## src/rtl/alu_arbiter.sv

```systemverilog
// Two-requester round-robin front end for a shared, multi-cycle combinational ALU.
// Latency: grant on E0, result/DONE at E0+WAIT_CYCLES, next grant no earlier than E0+WAIT_CYCLES+2.
// Backpressure: requests are level-held; a requester stays un-granted while BUSY and is served in IDLE.
module alu_arbiter #(
  parameter int WAIT_CYCLES = 2
) (
  input  logic       CLK,
  input  logic       RESETN,
  input  logic       REQ0,
  input  logic       REQ1,
  input  logic [7:0] OP0_A,
  input  logic [7:0] OP0_B,
  input  logic [7:0] OP1_A,
  input  logic [7:0] OP1_B,
  input  logic [2:0] SEL0,
  input  logic [2:0] SEL1,
  output logic       GNT0,
  output logic       GNT1,
  output logic       DONE0,
  output logic       DONE1,
  output logic [7:0] RESULT,
  output logic       ZERO,
  output logic       BUSY,
  output logic [7:0] ALU_DATA1,
  output logic [7:0] ALU_DATA2,
  output logic [2:0] ALU_SELECT,
  input  logic [7:0] ALU_RESULT,
  input  logic       ALU_ZERO
);

  typedef enum logic [1:0] {
    IDLE = 2'b00,
    EXEC = 2'b01,
    RESP = 2'b10
  } state_t;

  localparam logic [3:0] WAIT_LD = 4'(WAIT_CYCLES);

  state_t     state;
  state_t     state_nxt;
  logic       last;     // most recent winner; doubles as owner of the op in flight
  logic [3:0] cnt;
  logic       win;
  logic       grant;
  logic       capture;

  // Round-robin pick: on contention the requester that did not win last time goes first
  always_comb begin
    win = REQ1;
    if (REQ0 && REQ1) win = ~last;
  end

  // Next-state decode plus the grant/capture strobes for the datapath
  always_comb begin
    state_nxt = state;
    grant     = 1'b0;
    capture   = 1'b0;
    case (state)
      IDLE: begin
        if (REQ0 || REQ1) begin
          grant     = 1'b1;
          state_nxt = EXEC;
        end
      end
      EXEC: begin
        // cnt is loaded with WAIT_CYCLES at grant, so reaching 1 marks the last EXEC cycle
        if (cnt == 4'd1) begin
          capture   = 1'b1;
          state_nxt = RESP;
        end
      end
      RESP:    state_nxt = IDLE;
      default: state_nxt = IDLE;
    endcase
  end

  // State register
  always_ff @(posedge CLK or negedge RESETN) begin
    if (!RESETN) state <= IDLE;
    else         state <= state_nxt;
  end

  // Operand latch, wait counter, result capture and one-cycle GNT/DONE pulses
  always_ff @(posedge CLK or negedge RESETN) begin
    if (!RESETN) begin
      last       <= 1'b1;
      cnt        <= 4'd0;
      GNT0       <= 1'b0;
      GNT1       <= 1'b0;
      DONE0      <= 1'b0;
      DONE1      <= 1'b0;
      RESULT     <= 8'h00;
      ZERO       <= 1'b0;
      ALU_DATA1  <= 8'h00;
      ALU_DATA2  <= 8'h00;
      ALU_SELECT <= 3'b000;
    end else begin
      GNT0  <= 1'b0;
      GNT1  <= 1'b0;
      DONE0 <= 1'b0;
      DONE1 <= 1'b0;
      if (grant) begin
        last       <= win;
        cnt        <= WAIT_LD;
        GNT0       <= ~win;
        GNT1       <= win;
        ALU_DATA1  <= win ? OP1_A : OP0_A;
        ALU_DATA2  <= win ? OP1_B : OP0_B;
        ALU_SELECT <= win ? SEL1  : SEL0;
      end else if (state == EXEC) begin
        if (capture) begin
          // Reserved opcodes still run the full timing but report a zero result
          RESULT <= ALU_SELECT[2] ? 8'h00 : ALU_RESULT;
          ZERO   <= ALU_ZERO;
          DONE0  <= ~last;
          DONE1  <= last;
          cnt    <= 4'd0;
        end else begin
          cnt <= cnt - 4'd1;
        end
      end
    end
  end

  assign BUSY = (state != IDLE);

endmodule

```

## config.mk

```make
export PLATFORM = sky130hd
export DESIGN_NAME = alu_arbiter
export DESIGN_NICKNAME = d
export VERILOG_FILES = /design/src/rtl/alu_arbiter.sv
export SDC_FILE = /design/constraint.sdc
export NUM_CORES = 1
export LEC_CHECK = 0
export BUFFER_PORTS_ARGS = -buffer_cell sky130_fd_sc_hd__buf_2
export CAP_MARGIN = 20
export CORE_ASPECT_RATIO = 1.4
export CORE_MARGIN = 4
export CORE_UTILIZATION = 45
export DETAILED_ROUTE_END_ITERATION = 10
export GPL_ROUTABILITY_DRIVEN = 0
export GPL_TIMING_DRIVEN = 0
export PLACE_DENSITY = 0.86
export SLEW_MARGIN = 20
export SYNTH_ARGS = -nofsm -noshare
export SYNTH_HDL_FRONTEND = slang
export SYNTH_SLANG_ARGS = --single-unit
export TNS_END_PERCENT = 30
```

## constraint.sdc

```tcl
create_clock -name CLK -period 2.1 [get_ports CLK]
set_input_delay 0.42 -clock CLK [delete_from_list [all_inputs] [get_ports CLK]]
set_output_delay 0.42 -clock CLK [all_outputs]
set_load 0.02 [all_outputs]
```

# Word level (Yosys, flattened, before mapping)
# Index checks and enable logic that the tools add are counted.
dict set report totals {
  regBits 39
  inputBits 51
  output_inout_bits 33
}
dict set report op_classes {
  mux 23
  n_eq_ne 4
  reduce_logical 7
  n_bitwise 3
  add_sub_neg 1
}
# cell n
set ops {}
lappend ops {{$mux W8} 3}
lappend ops {{$mux W1} 13}
lappend ops {{$mux W4} 3}
lappend ops {{$eq A4 B1 Y1 const B} 1}
lappend ops {{$mux W2} 2}
lappend ops {{$ne A2 B2 Y1 const B} 2}
lappend ops {{$pmux W2 S2} 1}
lappend ops {{$reduce_bool A2 Y1} 2}
lappend ops {{$sub A4 B1 Y4 const B} 1}
lappend ops {{$mux W3} 1}
lappend ops {{$not A1 Y1} 3}
lappend ops {{$reduce_and A3 Y1} 1}
lappend ops {{$eq A2 B1 Y1 const B} 1}
lappend ops {{$logic_not A2 Y1} 1}
lappend ops {{$reduce_and A2 Y1} 1}
lappend ops {{$logic_and A1 B1 Y1} 1}
lappend ops {{$logic_or A1 B1 Y1} 1}

# Logic depth before layout (Yosys ltp)
# Gate-level depths: netlist (run 1).
dict set report depth {
  ltp_word 6
  depth_mapped 7
  depth_no_buf 6
}

# Least setup slack after synthesis (run 1)
# OpenSTA, ideal clock, no wires.
dict set report synth_timing {
  kind {reg-to-reg}
  from {register cnt[1]}
  to {register RESULT[1]}
  setup_slack_ns 0.606
  n_path_buf 1
  period_less_slack_ns 1.494
  arrival_time_ns 1.369
  path_stages_with_launch 8
  setup_ns 0.125
  cell_sequence {dfrtp_1 -> inv_1 -> ha_1 -> nor3b_2 -> nand2_2 -> inv_2 -> buf_12 -> mux2_4}
}
dict set report synth_between {
  elab_chain_cells 4
}
# item line
set synth_lines {}
lappend synth_lines {{start, declared} 42} ;# logic [3:0] cnt;
lappend synth_lines {{start signal, assigned} 119} ;# cnt <= cnt - 4'd1;
lappend synth_lines {{$eq A4 B1 Y1} 67} ;# if (cnt == 4'd1) begin
lappend synth_lines {{$mux W1} 67}
lappend synth_lines {{$mux W1} 58} ;# case (state)
lappend synth_lines {{$reduce_and A3 Y1 (no source line)} n/a}
lappend synth_lines {{end signal, assigned} 113} ;# RESULT <= ALU_SELECT[2] ? 8'h00 : ALU_RESULT;
lappend synth_lines {{end, declared} 21} ;# output logic [7:0] RESULT,
# Every way passes these cells.
# A chain may end at the register's enable or synchronous reset.

# Worst setup path in the final report (run 1)
dict set report layout_timing {
  from {register state[1]}
  to {output port BUSY}
}
dict set report layout_between {
  elab_chain_cells 1
}
# item line
set layout_lines {}
lappend layout_lines {{start, declared} 39} ;# state_t state;
lappend layout_lines {{start signal, assigned} 80} ;# else state <= state_nxt;
lappend layout_lines {{$reduce_bool A2 Y1} 125} ;# assign BUSY = (state != IDLE);
lappend layout_lines {{end, declared} 23} ;# output logic BUSY,
# Every way passes these cells.

==> metrics.txt, run 1 <==
wire length per cell=14.2 µm; number of pins exceeding their max-slew limit in the final report=0; vias per cell=5.07; peak fanout along the critical path=10; pin count of the biggest net entering global routing=40; Crit path max-delay family=buffers and inverters; sequential cell fraction of total power=38.0%; type of the tightest min-delay check=input port to async pin; number of diodes added for antenna fixing=0; ratio of final minimum period to clock period=84.7%; kind of critical path=flip-flop to output port; final net count=321; crit path launch type=flip-flop; GRT Util Overall=18.8%; combinational group share of total power=47.7%; final instance area=0.00239 mm²; worst path arrival time=1.36 ns; cells traversed along the worst timing path=nor2_2 -> inv_1 -> buf_2 -> buf_2; Avg Synthesized Cell Area=10.3 µm²; CP endpoint kind=output port; clock power share=14.3%; share of async-settable or async-resettable flops after synthesis=100%; worst-case clock skew=0.00633 ns; Ports=84; share of the yosys chip area belonging to registers=53.1%; switching share of power=41.3%; area added between synthesis and finish=30.1%; number of buffers on the longest clock path=2; clock latency reported for the late side of the worst-skew pair=0.29 ns; MaxCap Viol Count=0; flops & latches, synth=39; final global-route overflow total=0; clock tree from TritonCTS=yes; Placed Area=0.00231 mm²; CP bufs+invs=3; first-pass GRT wire length=7490 µm; Core Area=0.00395 mm²; result of the run=finished clean; main flop type after synthesis=sky130_fd_sc_hd__dfrtp_1; Synthesized Nets=231; setup repair bufs after CTS=0; initial antenna violation count=0; number of I/O port buffers=83; mapped cell area=0.00184 mm²; violation count after the first detailed-routing iteration=47; cell types with the highest counts after synthesis=sky130_fd_sc_hd__inv_1 (43), sky130_fd_sc_hd__dfrtp_1 (38), sky130_fd_sc_hd__o21ai_0 (22); tightest slew margin relative to the limit=43.4%; post-route ant nets=0; final non-filler cell total=312; total power density per cell area=1440 mW/mm²; highest ir drop seen on vdd=0.877 mV; WL final=4450 µm; slowest library cell on the worst path=sky130_fd_sc_hd__dfrtp_1; final core area utilization=60.6%; floorplan row count=27; setup repair after global routing missed its margin=false; Max stage delay on crit path=0.43 ns; static leakage=1.34 nW; Yosys warning count=0; most used cell, CP=sky130_fd_sc_hd__buf_2; final count of hold timing violations=0; hold-fix buffers at CTS=0; number of H-tree branching levels=2; die height=83.6 µm; fmax=562 MHz; number of buffers created by CTS=5; dominant cell by count in the synthesized netlist=sky130_fd_sc_hd__inv_1; Worst Max-Slew Pin Slew=0.849 ns; fraction of layout cells with a size suffix above 1=40.9%; router iterations before antenna repair=4; total setup violations reported at the end of the flow=0; Chip Width=62.0 µm; residual DRC count=0; placed cell count=304; number of different library cells in the post-synthesis netlist=27; Psw=1.42 mW; cell-internal power=2.03 mW; Clk Tree Root Cell=sky130_fd_sc_hd__clkbuf_8; internal reg-to-reg setup slack=0.44 ns; initial core utilization=46.5%; Num Clock Sinks=39; required time of the worst setup path=1.68 ns; top cells by area, synth=sky130_fd_sc_hd__dfrtp_1 (52%), sky130_fd_sc_hd__o221ai_1 (9.0%), sky130_fd_sc_hd__inv_1 (8.8%); via total after detailed routing=1581; cell accounting for the most synthesized area=sky130_fd_sc_hd__dfrtp_1; post-synthesis cell count=178; post_cts resized=0; overall die area=0.00519 mm²; vias in the first global route=1625; Clk pin slew, worst setup/hold paths=0.08 ns; Synth top area share=51.7%; DP Wirelength=3420 µm; number of synthesized flops with an enable pin=0; Post-Route Setup TNS=0 ns; Tmin final=1.78 ns
state kept, by name (all words and copies together), names as in the netlist, 2 cells and up:
name	flops
state	2
ALU_DATA2	8
ALU_SELECT	3
RESULT	8
cnt	4
ALU_DATA1	8
per-layer routing:
layer / vias up / wire [µm] / GRT usage (%)
li1: 772 / - / -
met4: 0 / 93 / 7.72
met5: - / 0 / 0
met1: 748 / 1650 / 22.0
met2: 53 / 2470 / 32.2
met3: 8 / 233 / 3.41
area by class of cell:
type	instances	area (µm²)
Fill cell	340	1560
Sequential cell	39	977
Multi-Input combinational cell	86	644
Timing Repair Buffer	83	415
Inverter	44	165
Clock buffer	6	72.6
Tap cell	43	53.8
Buffer	9	52.6
Clock inverter	2	12.5
cells by family (layout without fill, tap and decap cells):
logic type	after synthesis	in the layout	synth area share (%)
buf+inv	53	144	11.8
simple gates	29	29	9.25
fa+ha+maj	2	2	1.36
mux	10	10	7.69
flops	39	39	53.1
compound gates	45	45	16.7
per-stage QoR:
step | setup WS (ns) | hold WS [ns] | power, mW
global placement | 0.461 | 0.486 | 2.92
detailed placement | 0.455 | 0.493 | 2.99
global route | 0.229 | 0.318 | 3.69
finish | 0.322 | 0.221 | 3.45
CTS | 0.325 | 0.266 | 3.48
floorplan | 0.606 | 0.124 | 2.43
power groups by stage:
stage	logic (mW)	registers (mW)	clock network, mW
after floorplan	0.790	1.64	0
after global placement	1.62	1.30	0
after detailed placement	1.67	1.32	0
after CTS	1.67	1.31	0.505
after global routing	1.79	1.36	0.534
final	1.64	1.31	0.495
worst paths after layout:
path	from	to	depth (start not counted)
min	RESETN	RESULT[4]	1
min in group CLK	ALU_ZERO	ZERO	2
min reg2reg	RESULT[0]	RESULT[0]	1
max	state[1]	BUSY	4
max in group asynchronous	RESETN	ALU_DATA2[4]	1
max reg2reg	cnt[1]	RESULT[3]	7
placed cells by master, fill, tap and decap left out:
cell                         instances
sky130_fd_sc_hd__clkinv_2            1
sky130_fd_sc_hd__nand2b_1            2
sky130_fd_sc_hd__nor3_1              4
sky130_fd_sc_hd__mux2_4              8
sky130_fd_sc_hd__nor2b_1             9
sky130_fd_sc_hd__o221ai_1           19
sky130_fd_sc_hd__nor3b_2             1
sky130_fd_sc_hd__mux2_2              1
sky130_fd_sc_hd__dfstp_2             1
sky130_fd_sc_hd__nor2_1              3
sky130_fd_sc_hd__o21ai_0            22
sky130_fd_sc_hd__clkbuf_1            7
sky130_fd_sc_hd__mux2i_1             1
sky130_fd_sc_hd__inv_2               1
sky130_fd_sc_hd__ha_1                2
sky130_fd_sc_hd__clkbuf_8            5
sky130_fd_sc_hd__dfrtp_1            38
sky130_fd_sc_hd__buf_12              1
sky130_fd_sc_hd__nor2_2              1
sky130_fd_sc_hd__o22ai_1             1
sky130_fd_sc_hd__nand3_1             2
sky130_fd_sc_hd__nand3b_1            2
sky130_fd_sc_hd__nand2_1             3
sky130_fd_sc_hd__clkinvlp_4          1
sky130_fd_sc_hd__inv_1              43
sky130_fd_sc_hd__a31o_2              2
sky130_fd_sc_hd__o211ai_1            1
sky130_fd_sc_hd__nor2b_2             1
sky130_fd_sc_hd__buf_2              85
sky130_fd_sc_hd__nand2_2             1
Note: power is estimated with default switching activity, not from simulation.
==> inputs of run 2 (changes only) <==
- clock period: 2.1 -> 1.7 ns (I/O delays scaled with it)
==> run 2 against run 1 <==
  * Core utilization is 2.0 points higher
  * Combinational power is 34% higher
  * Highest routed layer unchanged
  * Sequential power is 25% higher
  * Register-to-register slack worse by 0.36 ns
  * Routed wire length is 2.1% higher
  * Cell area is 3.3% higher
  * Worst setup slack worse by 0.24 ns
  * Clock-buffer cell count stayed put
  * Hold slack worse by 0.064 ns
  * Power is 29% higher
  * Clock power is 23% higher
  * Clock skew is 0.0018 ns lower
==> metrics.txt, run 2 (same netlist as run 1, synthesis figures left out) <==
fmax=617 MHz; required time of the worst setup path=1.88 ns (+0.20 ns); RR Startpoint=cnt[1]; area added between synthesis and finish=34.5%; residual DRC count=0 (unchanged); overall die area=0.00519 mm² (unchanged); Clk pin slew, worst setup/hold paths=0.08 ns (about the same); number of buffers on the longest clock path=2 (unchanged); tightest slew margin relative to the limit=42.7% (-0.67 points); static leakage=1.38 nW (+2.4%); number of I/O port buffers=83 (unchanged); type of the tightest min-delay check=input port to async pin; number of buffers created by CTS=5 (unchanged); fill cell instance count of the final layout=332 (-2.4%); clock power share=13.7% (-0.6 points); leading cell type in the layout, fill and taps excluded=sky130_fd_sc_hd__buf_2; cell-internal power=2.63 mW (+30%); combinational group share of total power=49.5% (+1.8 points); first-pass GRT wire length=7490 µm (unchanged); Core Area=0.00395 mm² (unchanged); Chip Width=62.0 µm (unchanged); peak fanout along the critical path=9 (-1); via total after detailed routing=1594 (+0.82%); WL final=4540 µm (+2.1%); Placed Area=0.00231 mm² (unchanged); wire length per cell=14.2 µm (-0.46%); clock latency reported for the late side of the worst-skew pair=0.29 ns (about the same); final worst setup slack=0.0783 ns (-0.243 ns); Worst Max-Slew Pin Slew=0.859 ns (+0.0101 ns); total power density per cell area=1800 mW/mm² (+25%); crit path launch type=flip-flop; worst-case clock skew=0.00456 ns (-0.00176 ns); post-route ant nets=0 (unchanged); number of diodes added for antenna fixing=0 (unchanged); slowest library cell on the worst path=sky130_fd_sc_hd__dfrtp_1; final net count=329 (+2.5%); initial antenna violation count=0 (unchanged); sequential cell fraction of total power=36.8% (-1.2 points); ratio of final minimum period to clock period=95.4%; GRT Util Overall=18.8% (unchanged); final count of hold timing violations=0 (unchanged); switching share of power=40.8% (-0.48 points); internal reg-to-reg setup slack=0.08 ns (-0.36 ns); floorplan row count=27 (unchanged); Max stage delay on crit path=0.40 ns (-0.03 ns); Clk Tree Root Cell=sky130_fd_sc_hd__clkbuf_8; Worst Setup Slack post-DPL=0.0551 ns (-0.400 ns); commonest non-fill, non-tap cells in the layout=sky130_fd_sc_hd__buf_2 (84), sky130_fd_sc_hd__inv_1 (42), sky130_fd_sc_hd__dfrtp_1 (36); cells traversed along the worst timing path=inv_1 -> ha_1 -> nor3b_4 -> nand2_2 -> inv_2 -> buf_12 -> mux2_4; die height=83.6 µm (unchanged); total setup violations reported at the end of the flow=0 (unchanged); Post-Route Setup TNS=0 ns (unchanged); DP Wirelength=3420 µm (unchanged); router iterations before antenna repair=4 (unchanged); R2R cell count=7 (unchanged); number of H-tree branching levels=2 (unchanged); Worst R2R End=RESULT[3]; vias per cell=4.98 (-1.7%); Tmin final=1.62 ns; violation count after the first detailed-routing iteration=46 (-2.1%); MaxCap Viol Count=0 (unchanged); clock tree from TritonCTS=yes; overall power=4.44 mW (+29%); hold-fix buffers at CTS=0 (unchanged); kind of critical path=flip-flop to flip-flop; Psw=1.81 mW (+27%); result of the run=finished clean; Num Clock Sinks=39 (unchanged); number of pins exceeding their max-slew limit in the final report=0 (unchanged); pin count of the biggest net entering global routing=40 (unchanged); Ports=84 (unchanged); CP endpoint kind=flip-flop; setup repair after global routing missed its margin=false; final global-route overflow total=0 (unchanged); highest ir drop seen on vdd=1.05 mV (+20%); initial core utilization=46.5% (unchanged); biggest regs=ALU_DATA1 (8), ALU_DATA2 (8), RESULT (8); worst path arrival time=1.80 ns (+0.44 ns); final instance area=0.00247 mm² (+3.3%); fraction of layout cells with a size suffix above 1=43.7% (+2.8 points); vias in the first global route=1625 (unchanged)
## run 2: cell types whose count changed in the layout (fill, tap and decap cells not counted), sizes merged
cell and change:
inv -1, clkinvlp +1, buf +8
## run 2: per-layer routing
metal,global-route usage (%),vias to the layer above,share of wire [%]
li1,-,790,-
met1,22.0,747,38
met2,32.2,47,55
met3,3.41,10,4.6
met4,7.72,0,2.6
met5,0,-,0
## run 2: cell type report
type | instances | area, µm² | share of cell area (%)
flip-flops and latches | 39 | 980 | 39.6
multi-input cells | 86 | 656 | 26.5
repair buffers | 92 | 483 | 19.5
inverters | 44 | 169 | 6.83
clock buffers | 6 | 72.6 | 2.93
well taps | 43 | 53.8 | 2.18
plain buffers | 8 | 47.5 | 1.92
clock inverters | 2 | 12.5 | 0.506
## run 2: what timing repair did
action | in CTS | in global routing
setup endpoints to repair | 0 | 9
buffers inserted | 0 | 9
gates resized for setup | 0 | 5
## run 2: critical path: cells and delay by family (launching register included)
family / cells / cell delay [ns]
fa+ha+maj: 1 / 0.17
buf+inv: 3 / 0.31
flops: 1 / 0.40
mux: 1 / 0.30
simple gates: 2 / 0.33
## run 2: power groups by stage
stage                     Sequential, mW  Clock (mW)  Combinational (mW)
after detailed placement            1.63           0                2.06
after global placement              1.61           0                2.00
after CTS                           1.62       0.624                2.06
after global routing                1.69       0.662                2.38
final                               1.64       0.609                2.20
after floorplan                     2.02           0               0.975
## run 2: through the flow
stage | hold WS, ns | utilization, % | cells
2_1_floorplan | 0.0444 | - | 178
3_3_place_gp | 0.486 | 58.4 | 304
3_5_place_dp | 0.493 | 58.4 | 304
4_1_cts | 0.186 | 60.6 | 312
5_1_grt | 0.235 | 62.6 | 320
6_report | 0.158 | 62.6 | 320
## run 2: how the worst max path moves through the flow
stage,endpoint,start
global route,RESULT[2],cnt[1]
detailed placement,RESULT[3],cnt[1]
finish,RESULT[3],cnt[1]
floorplan,RESULT[1],cnt[1]
CTS,BUSY,state[1]
global placement,RESULT[2],cnt[1]
